<file path="src/rtl/matrix_pair_loader_if.sv">
// rtl/matrix_pair_loader_if.sv - element stream in, packed matrix pair out, plus load control
interface matrix_pair_loader_if #(
    parameter int ELEM_W = 4
);
    localparam int MAT_W = 4 * ELEM_W;

    logic              flush;
    logic [ELEM_W-1:0] in_data;
    logic              in_valid;
    logic              in_ready;
    logic [MAT_W-1:0]  a_mat;
    logic [MAT_W-1:0]  b_mat;
    logic              out_valid;
    logic              out_ready;
    logic [1:0]        elem_idx;

    modport master (
        output flush, in_data, in_valid, out_ready,
        input  in_ready, a_mat, b_mat, out_valid, elem_idx
    );

    modport slave (
        input  flush, in_data, in_valid, out_ready,
        output in_ready, a_mat, b_mat, out_valid, elem_idx
    );
endinterface

</file>
<file path="src/rtl/matrix_pair_loader.sv">
// rtl/matrix_pair_loader.sv - assembles two row-major 2x2 matrices from an element stream
module matrix_pair_loader #(
    parameter  int ELEM_W = 4,
    localparam int MAT_W  = 4 * ELEM_W
) (
    input  logic                 clk,
    input  logic                 rst,
    matrix_pair_loader_if.slave  bus
);
    typedef enum logic [1:0] {
        LOAD_A = 2'd0,
        LOAD_B = 2'd1,
        HOLD   = 2'd2
    } state_t;

    state_t             state;
    logic [1:0]         idx;
    logic [MAT_W-1:0]   a_word;
    logic [MAT_W-1:0]   b_word;
    logic               out_valid;

    // Slot 0 ([0][0]) lives in the MSBs, slot 3 ([1][1]) in the LSBs.
    function automatic int slot_lsb(input logic [1:0] i);
        return (3 - int'(i)) * ELEM_W;
    endfunction

    always_ff @(posedge clk or posedge rst) begin
        if (rst) begin
            state     <= LOAD_A;
            idx       <= 2'd0;
            a_word    <= '0;
            b_word    <= '0;
            out_valid <= 1'b0;
        end else if (bus.flush) begin
            state     <= LOAD_A;
            idx       <= 2'd0;
            a_word    <= '0;
            b_word    <= '0;
            out_valid <= 1'b0;
        end else begin
            case (state)
                LOAD_A: begin
                    if (bus.in_valid) begin
                        a_word[slot_lsb(idx) +: ELEM_W] <= bus.in_data;
                        idx <= idx + 2'd1;
                        if (idx == 2'd3) begin
                            state <= LOAD_B;
                        end
                    end
                end
                LOAD_B: begin
                    if (bus.in_valid) begin
                        b_word[slot_lsb(idx) +: ELEM_W] <= bus.in_data;
                        idx <= idx + 2'd1;
                        if (idx == 2'd3) begin
                            state     <= HOLD;
                            out_valid <= 1'b1;
                        end
                    end
                end
                HOLD: begin
                    // Matrices stay frozen here; they are not cleared on the way back.
                    if (bus.out_ready) begin
                        state     <= LOAD_A;
                        out_valid <= 1'b0;
                    end
                end
                default: begin
                    state     <= LOAD_A;
                    idx       <= 2'd0;
                    out_valid <= 1'b0;
                end
            endcase
        end
    end

    assign bus.in_ready  = (state != HOLD);
    assign bus.a_mat     = a_word;
    assign bus.b_mat     = b_word;
    assign bus.out_valid = out_valid;
    assign bus.elem_idx  = idx;
endmodule

</file>
<file path="src/flat_wrapper.sv">
// flat-port wrapper written by rule: the top's interface ports become plain ports
module matrix_pair_loader_flat 
#(
    parameter  int ELEM_W = 4,
    localparam int MAT_W  = 4 * ELEM_W
)
  (clk, rst, bus_flush, bus_in_data, bus_in_valid, bus_out_ready, bus_in_ready, bus_a_mat, bus_b_mat, bus_out_valid, bus_elem_idx);
  matrix_pair_loader_if #(.ELEM_W(ELEM_W)) bus_i ();
  input  logic clk;
  input  logic rst;
  input wire logic [$bits(bus_i.flush)-1:0] bus_flush;
  input wire logic [$bits(bus_i.in_data)-1:0] bus_in_data;
  input wire logic [$bits(bus_i.in_valid)-1:0] bus_in_valid;
  input wire logic [$bits(bus_i.out_ready)-1:0] bus_out_ready;
  output wire logic [$bits(bus_i.in_ready)-1:0] bus_in_ready;
  output wire logic [$bits(bus_i.a_mat)-1:0] bus_a_mat;
  output wire logic [$bits(bus_i.b_mat)-1:0] bus_b_mat;
  output wire logic [$bits(bus_i.out_valid)-1:0] bus_out_valid;
  output wire logic [$bits(bus_i.elem_idx)-1:0] bus_elem_idx;
  assign bus_i.flush = bus_flush;
  assign bus_i.in_data = bus_in_data;
  assign bus_i.in_valid = bus_in_valid;
  assign bus_i.out_ready = bus_out_ready;
  assign bus_in_ready = bus_i.in_ready;
  assign bus_a_mat = bus_i.a_mat;
  assign bus_b_mat = bus_i.b_mat;
  assign bus_out_valid = bus_i.out_valid;
  assign bus_elem_idx = bus_i.elem_idx;
  matrix_pair_loader #(.ELEM_W(ELEM_W)) u_core (.clk(clk), .rst(rst), .bus(bus_i));
endmodule
</file>
<file path="config.mk">
export PLATFORM = sky130hd
export DESIGN_NAME = matrix_pair_loader_flat
export DESIGN_NICKNAME = d
export VERILOG_FILES = /design/src/rtl/matrix_pair_loader_if.sv /design/src/rtl/matrix_pair_loader.sv /design/src/flat_wrapper.sv
export SDC_FILE = /design/constraint.sdc
export NUM_CORES = 1
export LEC_CHECK = 0
export BUFFER_PORTS_ARGS = -buffer_cell sky130_fd_sc_hd__buf_4
export CORE_MARGIN = 5
export CORE_UTILIZATION = 35
export DETAILED_ROUTE_END_ITERATION = 10
export GPL_ROUTABILITY_DRIVEN = 0
export GPL_TIMING_DRIVEN = 0
export PLACE_DENSITY = 0.57
export SYNTH_ARGS = -nofsm -noshare
export SYNTH_HDL_FRONTEND = slang
export SYNTH_SLANG_ARGS = --single-unit
export TNS_END_PERCENT = 1
</file>
<file path="constraint.sdc">
create_clock -name clk -period 4.2 [get_ports clk]
set_input_delay 1.26 -clock clk [delete_from_list [all_inputs] [get_ports clk]]
set_output_delay 1.26 -clock clk [all_outputs]
set_load 0.02 [all_outputs]
</file>
==> summary.txt, run 1 <==
Outcome
  • Status: finished clean

Power
  • Logic gate share of total power: between 10% and 20%
  • Design Power: 806 uW
  • Net Sw Power: 197 uW
  • Pwr dens: 344 nW/um^2
  • Pleak: 1.21 nW
  • Sequential Power Share: 46.8%
  • Switching share of power: 24.4%
  • Clock power frac: between 30% and 40%
  • Peak supply drop: 0.148 mV
  • Internal: slightly above 600 uW

Clocking
  • Worst-path clk slew: 0.07 ns
  • Max Buffers Root-to-Sink: 2
  • Clock Tree Root: clkbuf_8
  • # clock sinks: 37
  • # hold bufs at CTS: 0
  • Post-CTS Setup Bufs: 0
  • CTS H-tree lvls: 2
  • Num CTS Buffers: 5
  • CTS tree: done
  • Clk_lat worst skew: 0.28 ns
  • Post-CTS sizing: 0

Setup path
  • CP Launch Type: flop
  • CP Max Fanout: 7
  • CP Cell Sequence: and2b_2, inv_1, buf_4
  • Critical path type: flop to output port
  • Required time worst endpoint: between 2 and 3 ns
  • CP Capture Type: output port
  • Worst path slowest cell: dfrtp_1
  • WP data arrival: 1.26 ns
  • Max stage delay on crit path: 0.49 ns

Detailed routing
  • Initial DRT Pass Iterations: 4
  • Routed Antenna Nets: 0
  • Post-Route WL: 3870 um
  • WL/cell: 14.9 um
  • Initial DRC count: 31
  • DR vias: about 1200
  • Via density: 4.71
  • DRC: 0

Synth
  • Share of the synthesized area in the top cell type: 50.8%
  • Synth Flop Type: dfrtp_1
  • Synth Area in Adders: 3.43%
  • Synth Net Count: between 150 and 200
  • Avg Cell Area, Syn: 13.0 um^2
  • Post-synth EDFFs: 0
  • Mux cell area share after synthesis: 19.9%
  • Post-synthesis cell type count: 35
  • Largest family of logic cells by synthesized area: multiplexers
  • Post-Synthesis Cells: 140
  • Compound-gate portion of the synthesized area: 8.79%
  • Sequential share of the synthesized area: approximately half
  • Simple-gate portion of the synthesized area: 12.7%
  • Asr flop ratio synth: between 90% and 100%
  • Cell with the most instances after synthesis: dfrtp_1
  • Synthesized area: about 1800 um^2
  • Yosys warns: 0
  • Area leader, netlist: dfrtp_1
  • Post-synthesis xor/xnor area fraction: less than 1%
  • Synth cell count leaders: 37 x dfrtp_1, 14 x nor2_1, 10 x mux2_2, 10 x mux2_4, 8 x mux2_1
  • Synth area leaders: dfrtp_1 51%, mux2_4 8.2%, mux2_2 6.2%
  • Flops & latches, synth: 37

Die
  • Die Y: ~82 um
  • Initial core utilization: 35.9%
  • Die width: 82.2 um
  • Die Area: around 6800 um^2
  • Core area: 5070 um^2
  • Num ports: 45
  • Rows: 26

Place
  • Placed cell area: ~2200 um^2
  • Final HPWL DP: a little over 3000 um
  • Port Buf Inserts: 42
  • Pre-CTS setup slack: between 1.5 and 2 ns

Timing
  • Rel. slew slack: between 40 and 50%
  • Skew final: 0.00409 ns
  • Final Setup Violations: 0
  • RSZ-0062 raised after global routing: no
  • Slew Viols, Final: 0
  • Fin Hold WS: 0.501 ns
  • Max Fclk: ~400 MHz
  • Hold violation total from the final report: 0
  • Min Tclk post-route: 2.52 ns
  • Worst setup margin: 1.68 ns
  • Period utilisation layout: 60.1%
  • Fin Setup TNS: 0 ns
  • Slew @ Worst Pin: 0.754 ns

GRT
  • Tot GR Track Use: about an eighth
  • GR Overflow Total: 0
  • First-pass GRT wire length: 6490 um
  • Largest net degree at the start of global routing: 38
  • Number of global-route vias before repair: around 1300
  • Initial antenna violation count: 0

Cells and area
  • Synth-to-layout area growth: 28.5%
  • Design Area, Final: 2340 um^2
  • Area occupied by multi-input gates: 835 um^2
  • Sequential Area: 926 um^2
  • Fillers: 490
  • Share of cells above drive strength 1: 43.7%
  • Diodes inserted: 0
  • Nets: 203

Hold path
  • Hold Crit Class: flop to flop

Flow run
  • Max-cap violations: 0
[critical path: cells and delay by family, from the launching register on]
family                 cells  cell delay (ns)
flip-flops                 1             0.49
AND/OR/NAND/NOR            1             0.28
buffers and inverters      2             0.21
[layout by cell type (no fill, tap or decap), types with 2 or more instances in the layout]
master,synthesis,layout
ha_1,5,5
mux2_2,10,10
nor2_1,14,14
nand3_1,2,2
nor3_1,2,2
buf_6,3,3
and2_1,4,4
and3_1,4,4
a21oi_4,3,3
o21ai_0,2,2
a21oi_1,3,3
a2bb2oi_1,3,3
mux2_1,8,8
a22o_1,2,2
dfrtp_1,37,37
o2bb2ai_1,2,2
inv_1,4,3
buf_4,0,42
buf_2,2,2
nand2_1,5,5
mux2_4,10,10
clkbuf_8,0,6
clkbuf_1,1,2
[cell families after synthesis]
family	Yosys count
AND/OR/NAND/NOR	39
XOR/XNOR	2
adder cells (fa/ha/maj)	5
flip-flops	37
AO/OA/AOI/OAI	18
buffers and inverters	10
multiplexers	29
[routing by layer]
metal  vias up  GRT usage (%)  routed length [um]
li1        590              -                   -
met1       607           16.2                1740
met2        24           20.9                1940
met3         4           4.12                 169
met4         0           2.49                  29
met5         -              0                   0
[per-stage QoR]
| stage | instances | utilization [%] |
|---|---|---|
| 2_1_floorplan | 140 | - |
| 3_3_place_gp | 252 | 43.9 |
| 3_5_place_dp | 252 | 43.9 |
| 4_1_cts | 260 | 46.2 |
| 5_1_grt | 260 | 46.2 |
| 6_report | 260 | 46.2 |
[area by class of cell]
class | instances | area share [%]
inverter | 4 | 0.641
multi-input combinational | 93 | 35.6
buffer | 6 | 2.03
clock buffer | 7 | 3.69
tap | 70 | 3.74
clock inverter | 1 | 1.28
timing repair buffer | 42 | 13.5
sequential | 37 | 39.5
[registers in the layout, indices dropped and copies added, names as in the netlist]
name                  flops
u_core.bus.a_mat         16
u_core.bus.b_mat         16
u_core.bus.elem_idx       2
u_core.state              2
u_core.bus.out_valid      1
[path summary, 6_finish.rpt]
check,from,endpoint,slack [ns],depth (start not counted)
max reg2reg,u_core.bus.elem_idx[0],u_core.bus.a_mat[1],2.09,6
min in group asynchronous,rst,u_core.bus.b_mat[14],1.11,2
min,u_core.bus.b_mat[9],u_core.bus.b_mat[9],0.50,1
min reg2reg,u_core.bus.b_mat[9],u_core.bus.b_mat[9],0.50,1
max in group asynchronous,rst,u_core.bus.a_mat[0],2.61,2
max,u_core.state[0],bus_in_ready,1.68,3
[power groups by stage]
stage / clock, mW / combinational (mW) / sequential, mW
finish: 0.316 / 0.113 / 0.377
global route: 0.342 / 0.124 / 0.379
CTS: 0.325 / 0.115 / 0.377
detailed placement: 0 / 0.114 / 0.384
global placement: 0 / 0.112 / 0.384
floorplan: 0 / 0.0641 / 0.395
No activity file was read; power rests on OpenSTA's default activity.
==> inputs of run 2 (changes only) <==
PLACE_DENSITY = 0.59   (was 0.57)
clock period = 2.2 ns   (was 4.2 ns; I/O delays follow)
==> run 2 against run 1 <==
Compared with the run above: critical endpoint is now u_core.bus.a_mat[1]; count of clock-buffer cells in the layout stayed put; hold slack worse by 0.010 ns; critical path depth is 3 higher; largest cell class unchanged; largest power group unchanged; design area is 0.96% lower; non-clock buffer count stayed put; flip-flop and latch count stayed put.
==> summary.txt, run 2 (synthesis gave the netlist of run 1 again) <==
Cells and area
  • Most frequent cells in the layout: 42 x buf_4, 36 x dfrtp_1, 14 x nor2_1, 10 x mux2_4, 10 x mux2_2
  • Most common cell after layout, fill and taps aside: buf_4
  • Diodes inserted: 0 (unchanged)
  • Nets: 203 (unchanged)
  • Share of cells above drive strength 1: 44.4% (+0.76 points)
  • Synth-to-layout area growth: 27.2%
  • Fillers: 497 (+1.4%)
  • Design Area, Final: 2320 um^2 (-0.96%)
  • Util after Layout: 45.7% (-0.44 points)

Timing
  • Slew @ Worst Pin: 0.737 ns (-0.0168 ns)
  • Max Fclk: 501 MHz
  • RSZ-0062 raised after global routing: no
  • Fin Hold WS: 0.490 ns (-0.0105 ns)
  • Period utilisation layout: 90.8%
  • Slew Viols, Final: 0 (unchanged)
  • Fin Setup TNS: 0 ns (unchanged)
  • Final Setup Violations: 0 (unchanged)
  • Hold violation total from the final report: 0 (unchanged)
  • Rel. slew slack: 50.8% (+1.1 points)
  • Skew final: 0.00588 ns (+0.00179 ns)
  • Min Tclk post-route: approximately 2 ns

Detailed routing
  • Via density: 4.77 (+1.2%)
  • Post-Route WL: 3800 um (-1.8%)
  • DR vias: 1235 (+0.82%)
  • Initial DRC count: 27 (-13%)
  • WL/cell: 14.7 um (-1.4%)
  • DRC: 0 (unchanged)
  • Initial DRT Pass Iterations: 4 (unchanged)
  • Routed Antenna Nets: 0 (unchanged)

Power
  • Design Power: 1.40 mW (+74%)
  • Pleak: 1.20 nW (-1.3%)
  • Peak supply drop: 0.425 mV (+190%)
  • Pwr dens: 603 nW/um^2 (+75%)

GRT
  • First-pass GRT wire length: 6460 um (-0.43%)
  • Initial antenna violation count: 0 (unchanged)
  • GR Overflow Total: 0 (unchanged)
  • Number of global-route vias before repair: 1320 (+2.2%)
  • Tot GR Track Use: 12.6% (+0.015 points)
  • Largest net degree at the start of global routing: 38 (unchanged)

Die
  • Die Area: 6750 um^2 (unchanged)
  • Die width: 82.2 um (unchanged)
  • Die Y: 82.2 um (unchanged)
  • Num ports: 45 (unchanged)
  • Rows: 26 (unchanged)
  • Initial core utilization: 35.9% (unchanged)
  • Core area: 5070 um^2 (unchanged)

Place
  • Placed cell area: 2230 um^2 (unchanged)
  • Port Buf Inserts: 42 (unchanged)
  • Final HPWL DP: 2970 um (-1.9%)

Flow run
  • Max-cap violations: 0 (unchanged)

Setup path
  • Max stage delay on crit path: 0.49 ns (about the same)
  • CP Launch Type: flop
  • Worst path slowest cell: dfrtp_2
  • CP Cell Sequence: inv_1, ha_1, clkbuf_1, nor4bb_2, and2_1, mux2_2
  • Required time worst endpoint: 2.43 ns (-0.51 ns)
  • CP Capture Type: flop
  • CP Max Fanout: 12 (+5)
  • WP data arrival: 2.22 ns (+0.96 ns)
  • Critical path type: flop to flop

Clocking
  • CTS H-tree lvls: 2 (unchanged)
  • Clk_lat worst skew: 0.28 ns (about the same)
  • Worst-path clk slew: 0.07 ns (about the same)
  • Post-CTS Setup Bufs: 0 (unchanged)
  • Num CTS Buffers: 5 (unchanged)
  • Clock Tree Root: clkbuf_8
  • CTS tree: done
  • # clock sinks: 37 (unchanged)
  • Max Buffers Root-to-Sink: 2 (unchanged)

Hold path
  • Hold Crit Class: flop to flop

Outcome
  • Status: finished clean
[run 2: cell count changes in the layout (fill, tap and decap cells not counted), sizes merged]
cell    delta
bufinv     -1
[run 2: path summary, 6_finish.rpt]
check                           cells past startpoint  slack, ns                   start                      to
min in group asynchronous                           2       0.51                     rst     u_core.bus.a_mat[2]
worst min register to register                      1       0.49     u_core.bus.b_mat[4]     u_core.bus.b_mat[4]
worst max-delay path                                6       0.20  u_core.bus.elem_idx[0]     u_core.bus.a_mat[1]
max in group asynchronous                           2       1.18                     rst  u_core.bus.elem_idx[0]
worst min-delay path                                1       0.49     u_core.bus.b_mat[4]     u_core.bus.b_mat[4]
worst max register to register                      6       0.20  u_core.bus.elem_idx[0]     u_core.bus.a_mat[1]
[run 2: timing repair]
action	4_1_cts	5_1_grt
setup endpoints to repair	8	16
hold buffers	0	0
gates resized for setup	1	1
[run 2: layer usage]
metal	vias to the layer above	wire length, um	track usage (%)
met3	5	158	3.80
met4	0	53	3.49
met1	619	1660	15.8
met2	23	1930	21.2
li1	588	-	-
met5	-	0	0
[run 2: area by class of cell]
cell class	instances	area, um^2	share of cell area, %
Buffer	6	47.5	2.05
Clock buffer	7	86.3	3.72
Inverter	4	15.0	0.647
Multi-Input combinational cell	93	841	36.2
Sequential cell	37	927	40.0
Tap cell	70	87.6	3.78
Timing Repair Buffer	42	315	13.6
[run 2: worst max-delay path: cells and delay by family, from the launching register on]
kind          cells  cell delay (ns)
simple gates      2             0.69
mux               1             0.15
flops             1             0.49
buf+inv           2             0.31
fa+ha+maj         1             0.29
[run 2: where the power goes]
part	switching (mW)	total (mW)	internal [mW]
registers	0.0205	0.721	0.701
clock network	0.215	0.463	0.248
logic	0.122	0.216	0.0938
[run 2: per-stage QoR]
stage	instances	worst slack (ns)
final	259	0.203
after detailed placement	252	-0.0118
after floorplan	140	0.284
after CTS	259	0.0863
after global routing	259	0.0572
after global placement	252	0.0465
